`src/rtl/rst_seq_ctrl_pkg.sv`:
```
// Shared state encoding, event-counter width and saturating increment for the
// reset sequencer.
package rst_seq_ctrl_pkg;

    typedef enum logic [1:0] {
        ASSERT    = 2'd0,
        WAIT_LOCK = 2'd1,
        HOLD      = 2'd2,
        RUN       = 2'd3
    } state_t;

    localparam int RST_COUNT_W = 8;

    function automatic logic [RST_COUNT_W-1:0] sat_inc(input logic [RST_COUNT_W-1:0] v);
        return (v == '1) ? v : v + 1'b1;
    endfunction

endpackage

```
`src/rtl/rst_seq_ctrl_debounce.sv`:
```
// Pushbutton debouncer: 2-FF synchroniser followed by a stability counter that
// only accepts a new level after CYCLES consecutive disagreeing samples.
module debounce_filter #(
    parameter int CYCLES = 256
) (
    input  logic CLK,
    input  logic RST_N,
    input  logic IN_ASYNC,
    output logic OUT_LEVEL
);

    localparam int               CNT_W    = $clog2(CYCLES);
    localparam logic [CNT_W-1:0] CNT_LAST = CNT_W'(CYCLES - 1);

    logic             r_meta;
    logic             r_sync;
    logic             r_level;
    logic [CNT_W-1:0] r_cnt;

    // Any single agreeing sample restarts the count, so bounces never accumulate.
    always_ff @(posedge CLK or negedge RST_N) begin
        if (!RST_N) begin
            r_meta  <= 1'b0;
            r_sync  <= 1'b0;
            r_level <= 1'b0;
            r_cnt   <= '0;
        end else begin
            r_meta <= IN_ASYNC;
            r_sync <= r_meta;
            if (r_sync != r_level) begin
                if (r_cnt == CNT_LAST) begin
                    r_level <= r_sync;
                    r_cnt   <= '0;
                end else begin
                    r_cnt <= r_cnt + 1'b1;
                end
            end else begin
                r_cnt <= '0;
            end
        end
    end

    assign OUT_LEVEL = r_level;

endmodule

```
`src/rtl/rst_seq_ctrl.sv`:
```
// Reset sequencer: merges board reset, PLL lock, soft reset and pushbutton into
// one registered active-high reset request with a guaranteed post-lock width.
module rst_seq_ctrl
    import rst_seq_ctrl_pkg::*;
#(
    parameter int STRETCH_CYCLES      = 64,
    parameter int DEBOUNCE_CYCLES     = 256,
    parameter int LOCK_TIMEOUT_CYCLES = 4096
) (
    input  logic                   CLK,
    input  logic                   RST_N,
    input  logic                   PLL_LOCKED,
    input  logic                   SOFT_RST,
    input  logic                   BTN_RST,
    output logic                   RST_OUT,
    output logic                   READY,
    output logic                   LOCK_TIMEOUT,
    output logic [RST_COUNT_W-1:0] RST_COUNT
);

    localparam int                 STR_W        = $clog2(STRETCH_CYCLES);
    localparam int                 TMO_W        = $clog2(LOCK_TIMEOUT_CYCLES);
    localparam logic [STR_W-1:0]   STRETCH_LAST = STR_W'(STRETCH_CYCLES - 1);
    localparam logic [TMO_W-1:0]   TMO_LAST     = TMO_W'(LOCK_TIMEOUT_CYCLES - 1);

    logic                   r_lock_meta;
    logic                   r_lock_s;
    logic                   r_btn_db_d;
    logic                   w_btn_db;
    logic                   w_btn_rise;
    logic                   w_restart;
    logic                   w_trig;

    state_t                 r_state;
    logic [STR_W-1:0]       r_stretch_cnt;
    logic [TMO_W-1:0]       r_tmo_cnt;
    logic                   r_rst_out;
    logic                   r_ready;
    logic                   r_lock_timeout;
    logic [RST_COUNT_W-1:0] r_rst_count;

    debounce_filter #(
        .CYCLES(DEBOUNCE_CYCLES)
    ) u_btn_db (
        .CLK      (CLK),
        .RST_N    (RST_N),
        .IN_ASYNC (BTN_RST),
        .OUT_LEVEL(w_btn_db)
    );

    always_ff @(posedge CLK or negedge RST_N) begin
        if (!RST_N) begin
            r_lock_meta <= 1'b0;
            r_lock_s    <= 1'b0;
            r_btn_db_d  <= 1'b0;
        end else begin
            r_lock_meta <= PLL_LOCKED;
            r_lock_s    <= r_lock_meta;
            r_btn_db_d  <= w_btn_db;
        end
    end

    assign w_btn_rise = w_btn_db & ~r_btn_db_d;
    assign w_restart  = SOFT_RST | w_btn_rise;
    assign w_trig     = w_restart | ~r_lock_s;

    // Outputs are written alongside the state transition so that RST_OUT and
    // READY flip on the very edge that enters or leaves RUN.
    always_ff @(posedge CLK or negedge RST_N) begin
        if (!RST_N) begin
            r_state        <= ASSERT;
            r_stretch_cnt  <= '0;
            r_tmo_cnt      <= '0;
            r_rst_out      <= 1'b1;
            r_ready        <= 1'b0;
            r_lock_timeout <= 1'b0;
            r_rst_count    <= '0;
        end else begin
            case (r_state)
                ASSERT: begin
                    r_state   <= WAIT_LOCK;
                    r_tmo_cnt <= '0;
                end
                WAIT_LOCK: begin
                    if (r_lock_s) begin
                        r_state       <= HOLD;
                        r_stretch_cnt <= '0;
                    end else if (r_tmo_cnt == TMO_LAST) begin
                        r_lock_timeout <= 1'b1;
                        r_tmo_cnt      <= '0;
                    end else begin
                        r_tmo_cnt <= r_tmo_cnt + 1'b1;
                    end
                end
                HOLD: begin
                    if (!r_lock_s) begin
                        r_state   <= WAIT_LOCK;
                        r_tmo_cnt <= '0;
                    end else if (w_restart) begin
                        r_stretch_cnt <= '0;
                    end else if (r_stretch_cnt == STRETCH_LAST) begin
                        r_state   <= RUN;
                        r_rst_out <= 1'b0;
                        r_ready   <= 1'b1;
                    end else begin
                        r_stretch_cnt <= r_stretch_cnt + 1'b1;
                    end
                end
                RUN: begin
                    if (w_trig) begin
                        r_state     <= ASSERT;
                        r_rst_out   <= 1'b1;
                        r_ready     <= 1'b0;
                        r_rst_count <= sat_inc(r_rst_count);
                    end
                end
            endcase
        end
    end

    assign RST_OUT      = r_rst_out;
    assign READY        = r_ready;
    assign LOCK_TIMEOUT = r_lock_timeout;
    assign RST_COUNT    = r_rst_count;

endmodule
```
`config.mk`:
```
export PLATFORM = sky130hd
export DESIGN_NAME = rst_seq_ctrl
export DESIGN_NICKNAME = d
export VERILOG_FILES = /design/src/rtl/rst_seq_ctrl_pkg.sv /design/src/rtl/rst_seq_ctrl_debounce.sv /design/src/rtl/rst_seq_ctrl.sv
export SDC_FILE = /design/constraint.sdc
export NUM_CORES = 1
export LEC_CHECK = 0
export ABC_AREA = 1
export CAP_MARGIN = 20
export CELL_PAD_IN_SITES_DETAIL_PLACEMENT = 2
export CELL_PAD_IN_SITES_GLOBAL_PLACEMENT = 2
export CORE_ASPECT_RATIO = 0.9
export CORE_MARGIN = 2
export CORE_UTILIZATION = 37
export CTS_CLUSTER_SIZE = 25
export DETAILED_ROUTE_END_ITERATION = 10
export HOLD_SLACK_MARGIN = 0.02
export PLACE_DENSITY_LB_ADDON = 0.1
export SYNTH_ARGS = -nofsm -noshare
export SYNTH_HDL_FRONTEND = slang
export SYNTH_SLANG_ARGS = --single-unit
export TNS_END_PERCENT = 10
```
`constraint.sdc`:
```
create_clock -name CLK -period 2.7 [get_ports CLK]
set_input_delay 0.27 -clock CLK [delete_from_list [all_inputs] [get_ports CLK]]
set_output_delay 0.27 -clock CLK [all_outputs]
set_load 0.02 [all_outputs]
```
==> run_results.csv <==
group,metric,value,unit
drt,drtIter0Drc,67,
final_layout,fill_cells,742,
power,ir_drop,0.000309,V
die,pin_count,16,
logic_synthesis,syn-cell-area,2410,um^2
die,die_h,80.6,um
logic_synthesis,synth-edff-count,0,
die,die_x,89.1,um
global_routing,use_met3,0.0349,
global_routing,grt_use_total,0.208,
final_layout,layout-drive-gt1-share,0.0991,
timing,period_minus_slack,1.78,ns
final_layout,layout_commonest_cell,"nand2_1",
drt,drt_wl_total,6650,um
global_routing,grt_pass1_vias,2343,
critical_path,worstReg2RegStart,"u_btn_db.r_cnt[0]",
global_routing,grt_max_degree,46,
clocking,cts_buffers,5,
final_layout,fin_cells,420,
clocking,clockRootBuffer,"clkbuf_8",
clocking,cts_tree,"done",
critical_path,path_cells,"clkdlybuf4s50_1",
global_routing,grt_overflow,0,
logic_synthesis,synth_seq_area_share,0.467,
drt,routedWlPerCell,15.8,um
final_layout,register_area,1130,um^2
global_routing,grt_pass1_wl,11400,um
placed_design,numPortBuffers,15,
critical_path,worstRegToRegCells,6,
timing,setup_tns,0,ns
drt,first_pass_iters,4,
clocking,clock-sinks,45,
timing,worst_pin_slew,0.434,ns
logic_synthesis,postSynthCellCount,310,
die,die_area,7190,um^2
critical_path,max_stage_delay,0.67,ns
critical_path,end_kind,"primary output",
min_path,hold_class,"in2async",
timing,finalHoldViolCount,0,
timing,clock.fmax,562,MHz
die,start_util,0.388,
timing,setup_ws,0.921,ns
final_layout,multiInputGateArea,1130,um^2
logic_synthesis,synthArstFlopShare,1.00,
global_routing,grt_busiest_layer,"met2",
placed_design,placed_cells,410,
logic_synthesis,avgSynthCellArea,7.79,um^2
global_routing,use_met1,0.281,
drt,drcViolationCount,0,
final_layout,layout.nets,341,
critical_path,cp_top_family,"buffers and inverters",
critical_path,path_max_fanout,9,
logic_synthesis,ys_types,31,
drt,vias_per_cell,4.99,
timing,slew_headroom,0.711,
drt,ant_nets,0,
clocking,clock_latency,0.32,ns
power,p_leak,1.31,nW
critical_path,r2r-end,"u_btn_db.r_cnt[7]",
clocking,cts_resized,0,
placed_design,pre_cts_ws,1.03,ns
timing,rsz0062_at_grt,"no",
timing,setup_viol,0,
clocking,path_clk_slew,0.11,ns
logic_synthesis,synth_nets,319,
final_layout,num_antenna_cells,0,
critical_path,r2r_setup_slack,1.12,ns
global_routing,grt_use_met2,0.343,
clocking,clockBufferDepth,2,
die,num_rows,27,
critical_path,path_buf_inv,1,
die,core-area,6220,um^2
critical_path,crit_type,"reg2out",
timing,fin_skew,0.0152,ns
logic_synthesis,ys_ff_latch,45,
clocking,holdBufCountCts,0,
final_layout,layout_common_cells,"108 x nand2_1, 44 x dfrtp_1, 30 x nor2_1",
job,max_cap_violations,0,
drt,num_vias,2097,
timing,drv_slew,0,
logic_synthesis,ys.flop_type,"dfrtp_1",
critical_path,crit_path_start_kind,"register",
clocking,cts_max_level,2,
clocking,postCtsSetupBuffers,0,
critical_path,crit_arrival,1.51,ns
final_layout,syn2layout_area_growth,15.0,%
status,status,"finished clean",
placed_design,gp_congestion,0.755,
critical_path,cp.required,2.43,ns
critical_path,crit_slowest_cell,"clkdlybuf4s50_1",
timing,period_share,0.659,
global_routing,antenna_found_initial,0,
logic_synthesis,yosysWarningCount,0,
power,p_per_area,729,nW/um^2
placed_design,post-dp-hpwl,4760,um
worst max-delay path by stage:
stage / startpoint / cells after the start / to / slack (ns)
CTS: RST_COUNT[4] / 1 / RST_COUNT[4] / 0.89
global route: RST_COUNT[4] / 1 / RST_COUNT[4] / 0.85
floorplan: RST_COUNT[1] / 8 / RST_COUNT[3] / 1.28
finish: RST_COUNT[4] / 1 / RST_COUNT[4] / 0.92
global placement: SOFT_RST / 7 / r_stretch_cnt[5] / 1.11
detailed placement: SOFT_RST / 7 / r_state[1] / 1.03
metal layers:
layer	vias to the layer above	wire, um
li1	1019	-
met1	1050	3100
met2	24	3310
met3	4	207
met4	0	38
met5	-	0
cell type report:
class / count / area share
inverter: 36 / 0.0509
sequential: 45 / 0.406
clock inverter: 3 / 0.00946
clock buffer: 5 / 0.0248
timing repair buffer: 17 / 0.0631
multi-input combinational: 227 / 0.406
tap: 87 / 0.0392
sequential cells by signal, indices dropped and copies added (netlist names):
register / flops
r_lock_meta: 1
LOCK_TIMEOUT: 1
READY: 1
r_stretch_cnt: 6
r_btn_db_d: 1
u_btn_db.r_meta: 1
r_state: 2
u_btn_db.OUT_LEVEL: 1
r_tmo_cnt: 12
RST_OUT: 1
u_btn_db.r_sync: 1
u_btn_db.r_cnt: 8
RST_COUNT: 8
r_lock_s: 1
cells by family (layout without fill, tap and decap cells):
family | count (synthesis) | count (layout) | share of synthesized area
AND/OR/NAND/NOR | 189 | 189 | 0.356
buffers and inverters | 38 | 61 | 0.0653
XOR/XNOR | 11 | 11 | 0.0399
adder cells (fa/ha/maj) | 4 | 4 | 0.0207
AO/OA/AOI/OAI | 23 | 23 | 0.0513
flip-flops | 45 | 45 | 0.467
through the flow:
stage                     instance area, um^2  utilization  hold slack [ns]  power [mW]
after floorplan                          2410            -          -0.0256        1.32
after global placement                   2650        0.427            0.335        1.54
after detailed placement                 2650        0.427            0.337        1.58
after CTS                                2750        0.442            0.170        2.06
after global routing                     2780        0.447            0.311        2.18
final                                    2780        0.447            0.305        2.02
report_power, final:
| part | leakage [nW] | internal, mW | switching (mW) |
|---|---|---|---|
| Combinational | 0.661 | 0.236 | 0.450 |
| Clock | 0.0495 | 0.193 | 0.269 |
| Sequential | 0.602 | 0.765 | 0.111 |
synth_stat cells, types with 2 or more instances:
cell	instances	area share
xnor2_1	5	0.018
nand4_1	6	0.016
dfrtp_1	44	0.46
nor2_1	30	0.047
ha_1	4	0.021
o21ai_1	5	0.010
nand2_2	3	0.0078
o21ai_0	7	0.015
inv_4	2	0.0052
nand3_1	28	0.058
inv_2	4	0.0062
xor2_1	6	0.022
nand2_1	108	0.17
a21oi_1	7	0.015
nand2_4	4	0.019
nand3b_1	2	0.0062
inv_1	29	0.045
nor2_2	3	0.0078
No activity file was read; power rests on OpenSTA's default activity.
